$ cat src/rtl/mc_pkg.sv
// rtl/mc_pkg.sv - shared state, opcode and datapath-select encodings for mc_control
// MC_CONTROL_ADDI_EN adds the ADDI_EXEC/ADDI_WB states.
package mc_pkg;

    typedef enum logic [3:0] {
        FETCH,
        DECODE,
        MEM_ADDR,
        MEM_RD,
        MEM_WB,
        MEM_WR,
        EXEC,
        ALU_WB,
        BRANCH,
        JUMP,
        JAL,
`ifdef MC_CONTROL_ADDI_EN
        ADDI_EXEC,
        ADDI_WB,
`endif
        TRAP
    } mc_state_e;

    localparam logic [5:0] OP_RTYPE = 6'b000000;
    localparam logic [5:0] OP_LW    = 6'b100011;
    localparam logic [5:0] OP_SW    = 6'b101011;
    localparam logic [5:0] OP_BEQ   = 6'b000100;
    localparam logic [5:0] OP_J     = 6'b000010;
    localparam logic [5:0] OP_JAL   = 6'b000011;
    localparam logic [5:0] OP_ADDI  = 6'b001000;

    localparam logic [1:0] ALUOP_ADD   = 2'b00;
    localparam logic [1:0] ALUOP_SUB   = 2'b01;
    localparam logic [1:0] ALUOP_FUNCT = 2'b10;

    localparam logic [1:0] MTR_ALUOUT = 2'b00;
    localparam logic [1:0] MTR_MDR    = 2'b01;
    localparam logic [1:0] MTR_PC     = 2'b10;

    localparam logic [1:0] RD_RT = 2'b00;
    localparam logic [1:0] RD_RD = 2'b01;
    localparam logic [1:0] RD_RA = 2'b10;

    localparam logic [1:0] SRCB_B       = 2'b00;
    localparam logic [1:0] SRCB_FOUR    = 2'b01;
    localparam logic [1:0] SRCB_IMM     = 2'b10;
    localparam logic [1:0] SRCB_IMM_SH2 = 2'b11;

    localparam logic [1:0] PCS_ALU    = 2'b00;
    localparam logic [1:0] PCS_ALUOUT = 2'b01;
    localparam logic [1:0] PCS_JUMP   = 2'b10;

endpackage

$ cat src/rtl/mc_perf_counters.sv
// rtl/mc_perf_counters.sv - free-running cycle and retired-instruction counters
module mc_perf_counters #(
    parameter int CNT_W = 32
) (
    input  logic             clk,
    input  logic             reset,
    input  logic             count_en,
    input  logic             retire,
    output logic [CNT_W-1:0] cycle_count,
    output logic [CNT_W-1:0] instr_count
);

    logic [CNT_W-1:0] cycle_q, cycle_d;
    logic [CNT_W-1:0] instr_q, instr_d;

    // Both counters wrap naturally at 2^CNT_W.
    always_comb begin
        cycle_d = cycle_q;
        instr_d = instr_q;
        if (count_en) cycle_d = cycle_q + CNT_W'(1);
        if (retire)   instr_d = instr_q + CNT_W'(1);
    end

    always_ff @(posedge clk) begin
        if (reset) begin
            cycle_q <= '0;
            instr_q <= '0;
        end else begin
            cycle_q <= cycle_d;
            instr_q <= instr_d;
        end
    end

    assign cycle_count = cycle_q;
    assign instr_count = instr_q;

endmodule

$ cat src/rtl/mc_control.sv
// rtl/mc_control.sv - multicycle MIPS main control FSM with memory stall, trap and CPI counters
// MC_CONTROL_ADDI_EN enables addi (opcode 001000); otherwise addi traps.
module mc_control
    import mc_pkg::*;
#(
    parameter int CNT_W   = 32,
    parameter int ALUOP_W = 2
) (
    input  logic               clk,
    input  logic               reset,
    input  logic [5:0]         opcode,
    input  logic               mem_ready,
    output logic               PCWrite,
    output logic               PCWriteCond,
    output logic               IorD,
    output logic               MemRead,
    output logic               MemWrite,
    output logic               IRWrite,
    output logic               ALUSrcA,
    output logic               RegWrite,
    output logic [1:0]         MemtoReg,
    output logic [1:0]         RegDst,
    output logic [1:0]         ALUSrcB,
    output logic [1:0]         PCSource,
    output logic [ALUOP_W-1:0] AluOP,
    output logic               illegal,
    output logic [CNT_W-1:0]   cycle_count,
    output logic [CNT_W-1:0]   instr_count
);

    mc_state_e  state_q, state_d;
    logic [1:0] aluop_c;
    logic       count_en;
    logic       retire;

    always_ff @(posedge clk) begin
        if (reset) state_q <= FETCH;
        else       state_q <= state_d;
    end

    // Everything is gated by reset so no enable can fire in the reset cycle.
    always_comb begin
        state_d     = state_q;
        PCWrite     = 1'b0;
        PCWriteCond = 1'b0;
        IorD        = 1'b0;
        MemRead     = 1'b0;
        MemWrite    = 1'b0;
        IRWrite     = 1'b0;
        ALUSrcA     = 1'b0;
        RegWrite    = 1'b0;
        MemtoReg    = MTR_ALUOUT;
        RegDst      = RD_RT;
        ALUSrcB     = SRCB_B;
        PCSource    = PCS_ALU;
        aluop_c     = ALUOP_ADD;
        illegal     = 1'b0;
        if (!reset) begin
            case (state_q)
                FETCH: begin
                    MemRead = 1'b1;
                    ALUSrcB = SRCB_FOUR;
                    if (mem_ready) begin
                        IRWrite = 1'b1;
                        PCWrite = 1'b1;
                        state_d = DECODE;
                    end
                end
                DECODE: begin
                    ALUSrcB = SRCB_IMM_SH2;
                    case (opcode)
                        OP_RTYPE:     state_d = EXEC;
                        OP_LW, OP_SW: state_d = MEM_ADDR;
                        OP_BEQ:       state_d = BRANCH;
                        OP_J:         state_d = JUMP;
                        OP_JAL:       state_d = JAL;
`ifdef MC_CONTROL_ADDI_EN
                        OP_ADDI:      state_d = ADDI_EXEC;
`endif
                        default:      state_d = TRAP;
                    endcase
                end
                MEM_ADDR: begin
                    ALUSrcA = 1'b1;
                    ALUSrcB = SRCB_IMM;
                    state_d = (opcode == OP_SW) ? MEM_WR : MEM_RD;
                end
                MEM_RD: begin
                    MemRead = 1'b1;
                    IorD    = 1'b1;
                    if (mem_ready) state_d = MEM_WB;
                end
                MEM_WB: begin
                    RegWrite = 1'b1;
                    RegDst   = RD_RT;
                    MemtoReg = MTR_MDR;
                    state_d  = FETCH;
                end
                MEM_WR: begin
                    MemWrite = 1'b1;
                    IorD     = 1'b1;
                    if (mem_ready) state_d = FETCH;
                end
                EXEC: begin
                    ALUSrcA = 1'b1;
                    ALUSrcB = SRCB_B;
                    aluop_c = ALUOP_FUNCT;
                    state_d = ALU_WB;
                end
                ALU_WB: begin
                    RegWrite = 1'b1;
                    RegDst   = RD_RD;
                    MemtoReg = MTR_ALUOUT;
                    state_d  = FETCH;
                end
                BRANCH: begin
                    ALUSrcA     = 1'b1;
                    ALUSrcB     = SRCB_B;
                    aluop_c     = ALUOP_SUB;
                    PCWriteCond = 1'b1;
                    PCSource    = PCS_ALUOUT;
                    state_d     = FETCH;
                end
                JUMP: begin
                    PCWrite  = 1'b1;
                    PCSource = PCS_JUMP;
                    state_d  = FETCH;
                end
                // PC already holds PC+4 from FETCH, so it is the link value.
                JAL: begin
                    RegWrite = 1'b1;
                    RegDst   = RD_RA;
                    MemtoReg = MTR_PC;
                    PCWrite  = 1'b1;
                    PCSource = PCS_JUMP;
                    state_d  = FETCH;
                end
`ifdef MC_CONTROL_ADDI_EN
                ADDI_EXEC: begin
                    ALUSrcA = 1'b1;
                    ALUSrcB = SRCB_IMM;
                    aluop_c = ALUOP_ADD;
                    state_d = ADDI_WB;
                end
                ADDI_WB: begin
                    RegWrite = 1'b1;
                    RegDst   = RD_RT;
                    MemtoReg = MTR_ALUOUT;
                    state_d  = FETCH;
                end
`endif
                TRAP: begin
                    illegal = 1'b1;
                end
                default: begin
                    state_d = TRAP;
                end
            endcase
        end
    end

    assign AluOP = ALUOP_W'(aluop_c);

    // Only final states ever move into FETCH, so any such move is a retirement.
    assign retire   = !reset && (state_d == FETCH) && (state_q != FETCH);
    assign count_en = !reset && (state_q != TRAP);

    mc_perf_counters #(
        .CNT_W(CNT_W)
    ) u_perf (
        .clk        (clk),
        .reset      (reset),
        .count_en   (count_en),
        .retire     (retire),
        .cycle_count(cycle_count),
        .instr_count(instr_count)
    );

endmodule

$ cat config.mk
export PLATFORM = sky130hd
export DESIGN_NAME = mc_control
export DESIGN_NICKNAME = d
export VERILOG_FILES = /design/src/rtl/mc_pkg.sv /design/src/rtl/mc_perf_counters.sv /design/src/rtl/mc_control.sv
export SDC_FILE = /design/constraint.sdc
export NUM_CORES = 1
export LEC_CHECK = 0
export ABC_CLOCK_PERIOD_IN_PS = 2870
export CAP_MARGIN = 20
export CORE_UTILIZATION = 35
export CTS_BUF_LIST = sky130_fd_sc_hd__clkbuf_8 sky130_fd_sc_hd__clkbuf_16
export DETAILED_ROUTE_END_ITERATION = 8
export PLACE_DENSITY = 0.62
export SETUP_SLACK_MARGIN = 0.4
export SYNTH_ARGS = -nofsm -noshare
export SYNTH_HDL_FRONTEND = slang
export SYNTH_HIERARCHICAL = 1
export SYNTH_SLANG_ARGS = --single-unit
$ cat constraint.sdc
create_clock -name clk -period 2.87 [get_ports clk]
set_input_delay 0.287 -clock clk [delete_from_list [all_inputs] [get_ports clk]]
set_output_delay 0.287 -clock clk [all_outputs]
set_load 0.05 [all_outputs]
; Yosys cells after proc, flatten, opt, wreduce, memory -nomap -nowiden
; Cells that the tools add are included.
[totals]
word_cells = 73
reg_bits = 68
in_bits = 9
out_inout_bits = 83
[op_classes]
n_addsub = 2
mux = 36
n_eq_ne = 17
reduce_logical = 15
[op_table]
columns = operator, n
row1 = "adder 32 x 1 -> 32 bit, second input constant", 2
row2 = case mux 4 bit (8 select lines), 1
row3 = case mux 4 bit (5 select lines), 1
row4 = two-way mux 1 bit, 18
row5 = "== test 4 x 3 -> 1 bit, second input constant", 4
row6 = "== test 4 bit, second input constant", 4
row7 = two-way mux 4 bit, 4
row8 = case mux 2 bit (2 select lines), 4
row9 = "== test 6 x 2 -> 1 bit, second input constant", 2
row10 = "== test 6 bit, second input constant", 2
row11 = two-way mux 2 bit, 5
row12 = "== test 4 x 2 -> 1 bit, second input constant", 2
row13 = logical NOT 4 bit, 2
row14 = OR reduction 2 bit, 4
row15 = "== test 6 x 3 -> 1 bit, second input constant", 1
row16 = logical NOT 6 bit, 1
row17 = case mux 2 bit (3 select lines), 1
row18 = OR reduction 3 bit, 2
row19 = OR reduction 5 bit, 1
row20 = "== test 4 x 1 -> 1 bit, second input constant", 1
row21 = "!= test 4 bit, second input constant", 1
row22 = nonzero test 4 bit, 1
row23 = logical AND 1 bit, 3
row24 = two-way mux 3 bit, 1
row25 = 2 further kinds, 2

; Depth between registers and ports, before layout
[logic_depth]
ltp_word = 8
mapped_depth = 13
ltp_nobuf = 9

; By module
; The synthesis kept the hierarchy.
[modules_own_cells]
columns = mod, cells_per_inst, area_each_um2, instances, seq_area_each_um2
row1 = mc_perf_counters, 354, 3019.1, 1, 1281.2
row2 = mc_control, 88, 625.6, 1, 80.1

; Least setup slack after synthesis
; Ideal clock, no wire load.
[synth_path]
path_type = reg2reg
startpoint = register state_q[2]
endpoint = register u_perf.instr_q[22], in the netlist u_perf/instr_count[22]
period_less_slack_ns = 2.849
setup_time_ns = 0.070
n_path_buf = 4
path_stages_with_launch = 14
slack_ns = 0.021
arrival_ns = 2.778
cell_sequence = dfxtp_1 buf_6 o21bai_4 o21ba_1 a2111oi_4 a31oi_1 nor3_2 buf_2 and3_1 clkbuf_1 nand4_1 clkbuf_1 or4_1 a21oi_1
[synth_between]
elab_chain_cells = 7
[synth_rtl]
columns = item, line_no
row1 = "start, declared", mc_control.sv:31  ; mc_state_e state_q, state_d;
row2 = "start signal, assigned", mc_control.sv:38  ; else state_q <= state_d;
row3 = == test 4 bit or == test 4 x 3 -> 1 bit (tied branches), mc_control.sv:59  ; case (state_q)
row4 = OR reduction 5 bit (no line), n/a
row5 = case mux 4 bit (8 select lines), mc_control.sv:59
row6 = two-way mux 4 bit, mc_control.sv:58  ; if (!reset) begin
row7 = logical NOT 4 bit, mc_control.sv:165  ; assign retire = !reset && (state_d == FETCH) && (state_q != FETCH);
row8 = logical AND 1 bit, mc_control.sv:165
row9 = logical AND 1 bit *, mc_control.sv:165
row10 = via retire, mc_control.sv:34  ; logic retire;
row11 = "end signal, assigned", mc_perf_counters.sv:30  ; instr_q <= instr_d;
row12 = "end, declared", mc_perf_counters.sv:14  ; logic [CNT_W-1:0] instr_q, instr_d;
; Mark *: on every way through the listed nets, which the timed path passes. The rest lies on a longest branch.
; A chain may end at the register's enable or synchronous reset.

; Final worst setup path
[layout_path]
startpoint = register state_q[3]
endpoint = register u_perf.instr_q[25], in the netlist u_perf/instr_count[25]
; Same word-level chain as after synthesis.

==> key figures <==
Outcome
  – Result of the run: finished, final reports clean

Logic synthesis
  – Average instance area after synthesis: 8.25 µm²
  – Sequential area share after synthesis: 37.3%
  – Post-synthesis cell area: 3640 µm²
  – YS warnings: 6
  – Total nets after synthesis: ~450
  – Cell variety after synth: 50
  – Register bit total from synthesis: between 60 and 70
  – Gate Count Post-Synth: 442

Critical path
  – Reg-to-reg startpoint: state_q[3]
  – CP Launch Type: flop
  – Cells on worst reg2reg path: 10
  – Critical-path cell list: o21bai_4 > o21ba_4 > a2111oi_4 > a31oi_1 > nor3_2 > and4_4 > nand4_1 > buf_6 > or4_1 > a21oi_1
  – Critical path class: flop to flop
  – Worst path top cell family by delay: simple AND/OR/NAND/NOR gates
  – Largest stage delay on the critical path: roughly 0.46 ns
  – Critical path arrival: 2.95 ns
  – Crit path max fanout: 8
  – Cell at the slowest stage of the critical path: sky130_fd_sc_hd__or4_1
  – Terminus of the critical flop-to-flop path: u_perf/instr_count[25]
  – Count of buffering cells on the critical path with inverters included: 1
  – Flop-to-flop setup slack: 0.18 ns
  – Critical path launch point: state_q[3]
  – Worst setup EP type: flop
  – Req. time, crit path: roughly 3.1 ns

Detailed routing
  – Number of DRC markers after the initial detailed-route iteration: 150
  – Vias: slightly below 4000
  – Vias per inst: between 5 and 6
  – Post-detailed-route wirelength per cell: roughly 15 µm
  – Residual DRC count: 0
  – Routed Wire Length: a little over 10 mm
  – First-pass iteration count of the detailed router: 4
  – Post-route antenna net violation count: 0

Min path
  – Hold-critical path depth: 2
  – Hold endpoint: state_q[2]
  – Path class of the lowest-slack min-delay path: input port to flop
  – Worst hold path startpoint: reset

Timing
  – Slew of the pin with the lowest slew margin: approximately 0.57 ns
  – Fin Hold WS: roughly 0.28 ns
  – Part of the cycle the worst path needs: between 90% and 100%
  – FMAX: 0.372 GHz
  – Remaining max-slew budget at the tightest pin: between 60 and 70%
  – Unrepaired setup endpoints after global routing: true
  – Final setup violation count: 0
  – Final worst setup slack: around 0.18 ns
  – Count of pins over their slew limit: 0
  – Skew final: about 0.0093 ns
  – Final critical-path required period: between 2 and 3 ns
  – Final Hold Viols: 0

Pwr
  – Power dissipated by switching net loads: 982 µW
  – Switching part of the total: roughly a third
  – Power density relative to cell area: 526 nW/µm²
  – Sequential fraction of design power: a little under two fifths
  – Part of the power in combinational logic: 35.3%
  – Cell-internal power: 1.81 mW
  – LEAKAGE: roughly 1.9 nW
  – Highest ir drop seen on vdd: approximately 0.55 mV
  – Clk pwr share: a little over a quarter

Flow run
  – MaxCap Viol Count: 0

Layout
  – Number of nets at the end of the flow: around 570
  – Layout cell share with drive strength beyond 1: roughly a fifth
  – Diode count: 0
  – Final core utilization: approximately 53%
  – Area growth syn-to-layout: 45.5%

Floorplanning
  – Count of boundary I/O pins: 92
  – Cell row count: 36
  – Placeable core area: approximately 10000 µm²
  – Area enclosed by the die boundary: 10800 µm²
  – Die height: 104 µm
  – Starting Density: around 37%
  – Floorplan die width: 104 µm

Global route
  – Total congestion overflow: 0
  – Antenna violations before repair: 0
  – First-pass GRT wire length: 16.6 mm
  – Largest net degree at the start of global routing: 38
  – Vias in the first global route: about 3600
  – Tot GR Track Use: a little under a fifth

CTS
  – Buffer depth of the longest clock path: 2
  – TritonCTS clock tree: yes
  – Clock transition at the registers of the reported paths: 0.07 ns
  – H-Tree Depth: 3
  – Number of CTS-inserted buffers: 9
  – Sink Count: 68
  – Root buffer cell: sky130_fd_sc_hd__clkbuf_8
  – Clock insertion delay at the later pin of the skew report: 0.34 ns

Placed design
  – Dpl hpwl: about 6.7 mm
  – Routability cong.: 0.861
  – Setup slack at placement: -0.283 ns
  – PortBufs: around 90
==> power groups by stage <==
stage          Combinational (mW)  Sequential [mW]  Clock, mW
3_5_place_dp                0.816             1.06          0
2_1_floorplan               0.575             1.07          0
4_1_cts                     0.887             1.04      0.780
5_1_grt                      1.05             1.04      0.818
3_3_place_gp                0.815             1.06          0
6_report                    0.985             1.04      0.763
==> cell usage in the layout, fill, tap and decap left out, types with 6 or more instances in the layout <==
cell                              netlist  final
sky130_fd_sc_hd__nand3_1               20     19
sky130_fd_sc_hd__buf_6                  2      6
sky130_fd_sc_hd__clkdlybuf4s50_1        0     66
sky130_fd_sc_hd__nand4_1               16     16
sky130_fd_sc_hd__buf_4                  2     41
sky130_fd_sc_hd__nor3_1                16     12
sky130_fd_sc_hd__nand2_1               28     27
sky130_fd_sc_hd__inv_1                 10     11
sky130_fd_sc_hd__or3_1                 10     10
sky130_fd_sc_hd__o21ai_0               12     10
sky130_fd_sc_hd__and4_1                11     10
sky130_fd_sc_hd__o31ai_1               24     24
sky130_fd_sc_hd__or4_1                 27     23
sky130_fd_sc_hd__clkbuf_8               0     13
sky130_fd_sc_hd__a21oi_1               42     37
sky130_fd_sc_hd__nor2_1                45     44
sky130_fd_sc_hd__and3_1                 8      7
sky130_fd_sc_hd__xor2_1                12     12
sky130_fd_sc_hd__xnor2_1               15     15
sky130_fd_sc_hd__dfxtp_1               68     64
sky130_fd_sc_hd__dlygate4sd2_1          0     15
sky130_fd_sc_hd__dlymetal6s2s_1         0      6
==> cells by family (layout without fill, tap and decap cells) <==
group                    Yosys count  count (layout)  synth area share, %
AO/OA/AOI/OAI                     94              94                 16.9
XOR/XNOR                          27              27                 6.49
AND/OR/NAND/NOR                  207             207                 32.0
multiplexers                       6               6                 1.75
flip-flops                        68              68                 37.3
adder cells (fa/ha/maj)            2               2                0.686
buffers and inverters             38             162                 4.77
==> state kept, by name (all words and copies together) (netlist names) <==
signal              flops
u_perf/cycle_count     32
u_perf/instr_count     32
state_q                 4
==> Yosys cell counts, drive strengths merged <==
library cell | n | area share [%]
a2111oi | 1 | 0.76
o31ai | 24 | 4.9
and2 | 4 | 0.69
o21ba | 1 | 0.27
buf | 13 | 2.2
o21ai | 12 | 1.6
nor3b | 3 | 0.76
a21oi | 42 | 5.8
mux2i | 3 | 0.82
ha | 2 | 0.69
and3b | 1 | 0.24
a211o | 1 | 0.24
and4 | 11 | 2.6
xor2 | 12 | 2.9
clkbuf | 15 | 1.5
or3 | 10 | 1.7
nand4b | 1 | 0.24
nor2 | 45 | 4.6
nor4b | 3 | 0.72
dfxtp | 68 | 37
nand2 | 28 | 2.9
and3 | 8 | 1.4
or4 | 27 | 5.6
o211ai | 1 | 0.21
xnor2 | 15 | 3.6
a21boi | 2 | 0.41
a31o | 1 | 0.24
a221oi | 1 | 0.41
or4b | 1 | 0.27
nand3 | 22 | 3.3
o221a | 1 | 0.31
nand4 | 16 | 2.7
nor4 | 5 | 0.86
o21bai | 1 | 0.51
nor3 | 17 | 2.5
o41ai | 1 | 0.24
mux2 | 3 | 0.93
or2 | 1 | 0.17
o32a | 1 | 0.27
a31oi | 4 | 0.69
and2b | 1 | 0.24
inv | 10 | 1.0
nor2b | 3 | 0.51
==> worst max-delay path by stage <==
stage               slack [ns]                endpoint  depth (start not counted)
global placement         -0.14  u_perf/instr_count[31]                         11
global route              0.06  u_perf/instr_count[29]                         10
finish                    0.18  u_perf/instr_count[25]                         10
floorplan                 0.35  u_perf/instr_count[22]                         13
detailed placement       -0.28  u_perf/instr_count[31]                         11
CTS                       0.17  u_perf/instr_count[25]                         10
==> area by class of cell <==
class                   instances  area (µm²)
clock inverters                 2        8.76
clock buffers                  13         179
well taps                     133         166
multi-input cells             336        2280
flip-flops and latches         68        1370
repair buffers                137        1260
inverters                      10        37.5
fillers                       940        4650
==> routing by layer <==
| layer | part of all wire [%] | track usage (%) |
|---|---|---|
| met1 | 46 | 23.4 |
| met2 | 47 | 29.7 |
| met3 | 5.4 | 4.82 |
| met4 | 1.8 | 8.06 |
| met5 | 0 | 0 |
==> repair_timing <==
action / in CTS / in global routing
gates cloned: 1 / 0
pin swaps: 16 / 11
hold buffers: 0 / 0
gates resized for setup: 32 / 34
buffers inserted: 14 / 8
endpoints found under the setup margin: 36 / 49
==> through the flow <==
stage	cell area, µm²	std cells	TNS (ns)	total power, mW
6_report	5300	699	0	2.79
5_1_grt	5300	699	0	2.92
4_1_cts	5120	691	0	2.70
3_5_place_dp	4770	661	-3.23	1.87
3_3_place_gp	4770	661	-1.23	1.87
2_1_floorplan	3700	442	0	1.65
No activity file was read; power rests on OpenSTA's default activity.
